`src/rtl/d_latch_strobe_driver.sv`:
```
// Clocked write driver for a level-sensitive D latch bank: setup -> enable pulse -> hold,
// then Q/Qn readback with done/err reporting.
module d_latch_strobe_driver #(
  parameter int WIDTH     = 8,
  parameter int SETUP_CYC = 1,
  parameter int PULSE_CYC = 2,
  parameter int HOLD_CYC  = 1
) (
  input  logic             clk,
  input  logic             rst_n,
  input  logic             in_valid,
  input  logic [WIDTH-1:0] in_data,
  output logic             in_ready,
  output logic [WIDTH-1:0] latch_d,
  output logic             latch_c,
  input  logic [WIDTH-1:0] latch_q,
  input  logic [WIDTH-1:0] latch_qn,
  input  logic             clr_err,
  output logic             busy,
  output logic             done,
  output logic             err,
  output logic             err_sticky
);

  localparam int MAXSP = (SETUP_CYC > PULSE_CYC) ? SETUP_CYC : PULSE_CYC;
  localparam int MAXC  = (MAXSP > HOLD_CYC) ? MAXSP : HOLD_CYC;
  localparam int CW    = (MAXC > 1) ? $clog2(MAXC) : 1;

  typedef enum logic [2:0] {IDLE, SETUP, PULSE, HOLD, CHECK} state_t;

  state_t           state, state_nxt;
  logic [CW-1:0]    cnt, cnt_nxt;
  logic [WIDTH-1:0] exp_word, exp_nxt, latch_d_nxt;
  logic             latch_c_nxt, done_nxt, err_nxt, mismatch;

  assign in_ready = (state == IDLE) && rst_n;
  assign busy     = (state != IDLE);
  assign mismatch = (latch_q != exp_word) || (latch_qn != ~exp_word);

  // Each timed phase loads cnt with its length minus one and leaves when it reaches zero.
  always_comb begin
    state_nxt   = state;
    cnt_nxt     = cnt;
    latch_d_nxt = latch_d;
    latch_c_nxt = latch_c;
    exp_nxt     = exp_word;
    done_nxt    = 1'b0;
    err_nxt     = 1'b0;
    case (state)
      IDLE: begin
        if (in_valid && in_ready) begin
          latch_d_nxt = in_data;
          exp_nxt     = in_data;
          cnt_nxt     = CW'(SETUP_CYC - 1);
          state_nxt   = SETUP;
        end
      end
      SETUP: begin
        if (cnt == '0) begin
          latch_c_nxt = 1'b1;
          cnt_nxt     = CW'(PULSE_CYC - 1);
          state_nxt   = PULSE;
        end else begin
          cnt_nxt = cnt - CW'(1);
        end
      end
      PULSE: begin
        if (cnt == '0) begin
          latch_c_nxt = 1'b0;
          cnt_nxt     = CW'(HOLD_CYC - 1);
          state_nxt   = HOLD;
        end else begin
          cnt_nxt = cnt - CW'(1);
        end
      end
      HOLD: begin
        if (cnt == '0) state_nxt = CHECK;
        else           cnt_nxt   = cnt - CW'(1);
      end
      CHECK: begin
        state_nxt = IDLE;
        done_nxt  = 1'b1;
        err_nxt   = mismatch;
      end
      default: begin
        state_nxt   = IDLE;
        latch_c_nxt = 1'b0;
      end
    endcase
  end

  always_ff @(posedge clk) begin
    if (!rst_n) begin
      state      <= IDLE;
      cnt        <= '0;
      latch_d    <= '0;
      latch_c    <= 1'b0;
      exp_word   <= '0;
      done       <= 1'b0;
      err        <= 1'b0;
      err_sticky <= 1'b0;
    end else begin
      state      <= state_nxt;
      cnt        <= cnt_nxt;
      latch_d    <= latch_d_nxt;
      latch_c    <= latch_c_nxt;
      exp_word   <= exp_nxt;
      done       <= done_nxt;
      err        <= err_nxt;
      // A new error wins over a simultaneous clear.
      err_sticky <= err_nxt | (err_sticky & ~clr_err);
    end
  end

endmodule
```
`config.mk`:
```
export PLATFORM = sky130hd
export DESIGN_NAME = d_latch_strobe_driver
export DESIGN_NICKNAME = d
export VERILOG_FILES = /design/src/rtl/d_latch_strobe_driver.sv
export SDC_FILE = /design/constraint.sdc
export NUM_CORES = 1
export LEC_CHECK = 0
export BUFFER_PORTS_ARGS = -buffer_cell sky130_fd_sc_hd__buf_4
export CAP_MARGIN = 20
export CORE_ASPECT_RATIO = 1.2
export CORE_MARGIN = 2
export CORE_UTILIZATION = 39
export DETAILED_ROUTE_END_ITERATION = 6
export PLACE_DENSITY = 0.76
export SLEW_MARGIN = 40
export SYNTH_ARGS = -nofsm -noshare
export SYNTH_HDL_FRONTEND = slang
export SYNTH_SLANG_ARGS = --single-unit
export TNS_END_PERCENT = 1
```
`constraint.sdc`:
```
create_clock -name clk -period 1.23 [get_ports clk]
set_input_delay 0.123 -clock clk [delete_from_list [all_inputs] [get_ports clk]]
set_output_delay 0.123 -clock clk [all_outputs]
set_load 0.005 [all_outputs]
```
==> results of run 1 <==
[state kept, by name, summed over array words and instances (netlist names)]
register / count
err: 1
done: 1
err_sticky: 1
state: 3
latch_c: 1
exp_word: 8
cnt: 1
[where the power goes]
part | internal [mW] | total [mW] | switching (mW) | leakage (nW)
clock | 0.180 | 0.356 | 0.176 | 0.0210
sequential | 0.586 | 0.659 | 0.0729 | 0.133
combinational | 0.305 | 0.515 | 0.210 | 0.490
total | 1.07 | 1.53 | 0.458 | 0.643
[cells in the final DEF, fill, tap and decap left out]
cell type       n
nor4b_4         1
nor4_2          1
clkbuf_8        1
nor3b_1         2
buf_4          48
nor3_1          1
and4_2          1
xnor2_1         1
nor2_1          3
buf_6           2
dlygate4sd3_1   1
o21ai_1         1
o22ai_1         5
a21oi_1         1
o21ai_0         2
and3b_1         8
nand3_1        15
dfxtp_2         3
clkbuf_4        3
nor2b_2         1
o32ai_1         1
nor3b_2         6
nand2_1        12
dfxtp_4         1
and2b_2         1
nand2_4         1
nor2_2          1
nand3_2         1
dfxtp_1        12
a22oi_1         1
nand4b_1        1
a21boi_0        1
inv_1           4
and2_1          1
[worst max-delay path, stage by stage, from the launching register on]
cell,delay [ns]
dfxtp_2,0.35
nor4b_4,0.29
buf_6,0.15
buf_6,0.08
[layer usage]
layer  vias to the layer above  GRT usage
li1                        441          -
met1                       432      0.240
met2                        31      0.364
met3                         4     0.0444
met4                         0      0.118
met5                         -          0
[cells in the mapped netlist (3+ instances only)]
library cell,instances
nor3b_1,8
inv_1,4
o22ai_1,5
o21ai_0,3
nand3_1,16
dfxtp_1,16
nand2_1,12
and3b_1,8
nor2_1,4
[layout make-up]
cell class	instances	area (um^2)	area share
Tap cell	19	23.8	0.0185
Clock buffer	4	36.3	0.0283
Sequential cell	16	328	0.256
Inverter	4	15.0	0.0117
Multi-Input combinational cell	70	487	0.380
Timing Repair Buffer	51	393	0.306
[cell families (layout without fill, tap and decap cells)]
family | Yosys count | after routing
flops | 16 | 16
simple gates | 57 | 57
buf+inv | 7 | 59
xor+xnor | 1 | 1
compound gates | 12 | 12
[final timing paths]
path	from	end	slack (ns)
hold / removal	in_data[4]	exp_word[4]	0.03
hold reg to reg	exp_word[2]	exp_word[2]	0.47
setup / recovery	state[2]	in_ready	-0.06
setup reg to reg	exp_word[0]	err_sticky	-0.03
[what timing repair did]
action	in CTS	in global routing
pin swaps	1	2
buffers inserted	3	1
gates resized for setup	6	12
endpoints found under the setup margin	4	15
endpoints found under the hold margin	1	0
hold buffers	1	0
==> summary.md, run 1 <==
| Metric | Value |
|---|---|
| Post-Place Cells | `155` |
| Hold Slack | `0.0314 ns` |
| TritonCTS clock tree | `done` |
| Chip height | `53.5 um` |
| Largest family of logic cells by synthesized area | `simple AND/OR/NAND/NOR gates` |
| Fin crit period | `around 1.3 ns` |
| Fill count | `163` |
| Yosys Warn Count | `0` |
| Fin. Hold Viols | `0` |
| Hold depth | `3` |
| Worst-Margin Slew | `0.278 ns` |
| Top-area cell type share of the netlist area | `0.403` |
| GRT overflow | `0` |
| Met3 WL post-DR | `~130 um` |
| Post-synth EDFFs | `0` |
| Post-synthesis instance area | `796 um^2` |
| Netlist cell types | `26` |
| Setup violations, final | `10` |
| DR vias | `between 900 and 1,000` |
| Clock network latency to the later pin of the worst-skew pair | `around 0.29 ns` |
| CTS Buf Count | `3` |
| Syn avg cell area | `8.56 um^2` |
| Clock skew | `around 0.0013 ns` |
| WP data arrival | `1.17 ns` |
| Core area | `0.00187 mm^2` |
| Largest net degree at the start of global routing | `15` |
| Final WL | `2.40 mm` |
| Setup TNS | `-0.200 ns` |
| Async S/R FF share, synth | `0` |
| Post-DP Area | `approximately 0.0011 mm^2` |
| Yosys reg bits | `16` |
| Critical Path RT | `around 1.1 ns` |
| GRT Total Usage | `0.213` |
| Mapped Nets | `around 120` |
| Root buffer cell | `clkbuf_4` |
| Initial core utilization | `0.425` |
| Final Max Slew Viols | `0` |
| Critical path capture point type | `output port` |
| Highest Signal Layer | `met4` |
| Routed wl met2 | `1.31 mm` |
| Crit Path Max Fanout | `3` |
| Final Power | `around 1.5 mW` |
| H-tree depth | `1` |
| Leak Pwr | `0.643 nW` |
| Adder-cell area share of the yosys netlist | `0` |
| RSZ-0062 raised after global routing | `true` |
| Worst R2R Path Depth | `4` |
| Final worst slack | `-0.0638 ns` |
| Area leader, netlist | `dfxtp_1` |
| Die area | `0.00242 mm^2` |
| Synthesized instance count | `93` |
| Pre-Repair DR Iteration Count | `4` |
| Clock Pin Slew Worst Setup and Hold Paths | `0.10 ns` |
| Rows | `17` |
| Vias in the first global route | `842` |
| Initial drt markers | `10` |
| Status | `complete, but fails checks` |
| Clk buf depth | `2` |
| Synth area leaders | `dfxtp_1, nand3_1, and3b_1` |
| ANT cells | `0` |
| Worst hold path type | `input pin to flop` |
| Clk sinks | `16` |
| Final Cycle Share | `1.05` |
| Num ports | `42` |
| Post-route cell area | `0.00128 mm^2` |
| Sequential area share after synthesis | `0.403` |
| Port buffer count | `41` |
| Max_cap viols | `0` |
| Compound-cell area share of the yosys netlist | `0.0943` |
| Post-Synth XOR/XNOR Area | `0.0110` |
| Hpwl dp | `around 1.7 mm` |
| P per Cell Area | `around 1200 mW/mm^2` |
| Crit path kind | `flop to output port` |
| Final core utilization | `0.685` |
| Main synth FF type | `dfxtp_1` |
| First-pass GRT wire length | `approximately 3.6 mm` |
| Vias per std cell | `5.54` |
| Layout area overhead | `61.2%` |
| Fraction of layout instances using a drive strength above 1 | `0.497` |
| Routability Congestion | `0.801` |
| DR WL/cell | `14.6 um` |
| Fmax | `~770 MHz` |
| Max rail drop VDD | `0.764 mV` |
| Initial antenna violation count | `0` |
| Final ANT Viol Nets | `0` |
| Simple-gate portion of the synthesized area | `0.448` |
| Slew headroom | `0.813` |
| Horiz. Die Dim | `~45 um` |
| Non-Filler Instances | `164` |
| Setup crit start kind | `flop` |
| Final nets | `174` |
| Drc violations | `0` |
| Place WS | `-0.0648 ns` |
| Failing checks | `setup timing` |
| Mux share of post-synthesis cell area | `0` |
| Met1 WL | `about 920 um` |
Power figures use the tool's default switching activity.
==> run 2, diff against run 1 <==
- HOLD_SLACK_MARGIN: default -> 0.02
- SKIP_LAST_GASP: default -> 1
==> run 2 against run 1 <==
  * The flow still finishes with violations (setup timing)
  * Total power fell by 1.4%
  * Sequential share of layout area rose by 0.57 points
  * First-iteration DRC count fell by 10%
  * Flip-flop and latch count did not move
  * Die area did not move
  * Global-route usage did not move
  * Critical path depth did not move
  * Critical endpoint unchanged
  * Largest cell class unchanged
  * Highest routed layer unchanged
==> summary.md, run 2 (synthesis results as in run 1) <==
| Metric | Value |
|---|---|
| Max rail drop VDD | `0.753 mV` |
| Final WL | `2.29 mm` |
| Max FFs per register | `8` |
| Slew headroom | `0.814` |
| Drc violations | `0` |
| Fmax | `~760 MHz` |
| Final Cycle Share | `1.07` |
| RSZ-0062 raised after global routing | `true` |
| Cell chain of the critical path | `nor4b_4 > buf_6 > buf_6` |
| Post-route cell area | `0.00124 mm^2` |
| Horiz. Die Dim | `45.2 um` |
| Commonest cells after routing, fill and taps aside | `buf_4, nand3_1, dfxtp_1, nand2_1, and3b_1` |
| Port buffer count | `41` |
| Pre-Repair DR Iteration Count | `4` |
| Most numerous cell on the critical path | `buf_6` |
| Rows | `17` |
| Final Max Slew Viols | `0` |
| Failing checks | `setup timing` |
| Root buffer cell | `clkbuf_4` |
| Clock Pin Slew Worst Setup and Hold Paths | `~0.10 ns` |
| Worst hold path type | `input pin to flop` |
| Clock network latency to the later pin of the worst-skew pair | `around 0.29 ns` |
| Hpwl dp | `1.66 mm` |
| Initial core utilization | `0.425` |
| Setup violations, final | `11` |
| P per Cell Area | `1210 mW/mm^2` |
| Top flop regs | `exp_word: 8 flops, state: 3 flops` |
| Fin crit period | `1.31 ns` |
| WP data arrival | `1.19 ns` |
| Final ANT Viol Nets | `0` |
| Critical path capture point type | `output port` |
| DR WL/cell | `14.0 um` |
| ANT cells | `0` |
| Register area | `325 um^2` |
| Die area | `0.00242 mm^2` |
| Core area | `0.00187 mm^2` |
| Num ports | `42` |
| Leak Pwr | `0.629 nW` |
| Clk buf depth | `2` |
| GRT overflow | `0` |
| Final core utilization | `0.665` |
| Setup crit start kind | `flop` |
| First-pass GRT wire length | `3.59 mm` |
| Vias per std cell | `5.50` |
| Fill count | `around 170` |
| Chip height | `about 53 um` |
| Largest net degree at the start of global routing | `15` |
| Place WS | `-0.0648 ns` |
| Clock skew | `0.000782 ns` |
| Critical Path RT | `between 1 and 1.5 ns` |
| Setup TNS | `-0.339 ns` |
| Slowest CP cell | `dfxtp_4` |
| CP max stage delay | `0.36 ns` |
| Max_cap viols | `0` |
| Routability Congestion | `0.801` |
| Post-DP Area | `0.00114 mm^2` |
| Most common cell after layout, fill and taps aside | `buf_4` |
| TritonCTS clock tree | `done` |
| Fraction of layout instances using a drive strength above 1 | `0.428` |
| Final nets | `about 170` |
| Reg with most FFs | `exp_word` |
| Initial drt markers | `9` |
| Initial antenna violation count | `0` |
| Clk sinks | `16` |
| Layout area overhead | `56.4%` |
| Crit path kind | `flop to output port` |
| CTS Buf Count | `3` |
| Worst-Margin Slew | `0.277 ns` |
| R2R setup slack | `-0.04 ns` |
| H-tree depth | `1` |
| Multi-input gate area | `452 um^2` |
| Vias in the first global route | `842` |
| DR vias | `902` |
| Final worst slack | `-0.0806 ns` |
| GRT Total Usage | `0.213` |
| Status | `complete, but fails checks` |
| Crit Path Max Fanout | `3` |
| Fin. Hold Viols | `0` |
-- run 2: cell counts in the layout (fill, tap and decap cells not counted) --
Identical to the previous run, type by type.
-- run 2: path summary, 6_finish.rpt --
kind | start | to | depth (start not counted)
worst max-delay path | state[0] | in_ready | 3
worst min-delay path | in_data[2] | exp_word[2] | 3
worst max register to register | state[0] | exp_word[5] | 6
worst min register to register | exp_word[4] | exp_word[4] | 2
-- run 2: routing by layer --
layer / global-route usage / routed length (um) / part of all wire
met2: 0.364 / 1250 / 0.54
met4: 0.118 / 42 / 0.018
met3: 0.0444 / 130 / 0.057
met1: 0.240 / 871 / 0.38
met5: 0 / 0 / 0
-- run 2: worst max-delay path, delay by kind of cell, from the launching register on --
kind,cells,cell delay (ns)
flip-flops,1,0.36
buffers and inverters,2,0.24
AND/OR/NAND/NOR,1,0.29
-- run 2: metrics by stage --
stage	cells	power [mW]	hold WS, ns
5_1_grt	164	1.60	0.0320
6_report	164	1.51	0.0291
3_3_place_gp	155	1.08	0.304
3_5_place_dp	155	1.10	0.306
2_1_floorplan	93	0.867	0.217
4_1_cts	163	1.49	0.0333
-- run 2: power breakdown --
| group | switching [mW] | internal [mW] | leakage [nW] | total [mW] |
|---|---|---|---|---|
| sequential | 0.0660 | 0.585 | 0.132 | 0.651 |
| clock | 0.175 | 0.181 | 0.0210 | 0.356 |
| combinational | 0.204 | 0.298 | 0.476 | 0.502 |
| total | 0.445 | 1.06 | 0.629 | 1.51 |
-- run 2: what timing repair did --
action / in CTS / in global routing
pin swaps: 1 / 1
gates resized for setup: 5 / 2
setup buffers: 3 / 1
hold buffers: 1 / 0
setup endpoints to repair: 4 / 15
hold endpoints to repair: 1 / 0
-- run 2: final cells by class --
class / count / area share
Multi-Input combinational cell: 70 / 0.363
Timing Repair Buffer: 51 / 0.316
Sequential cell: 16 / 0.261
Inverter: 4 / 0.0121
Clock buffer: 4 / 0.0291
Tap cell: 19 / 0.0191
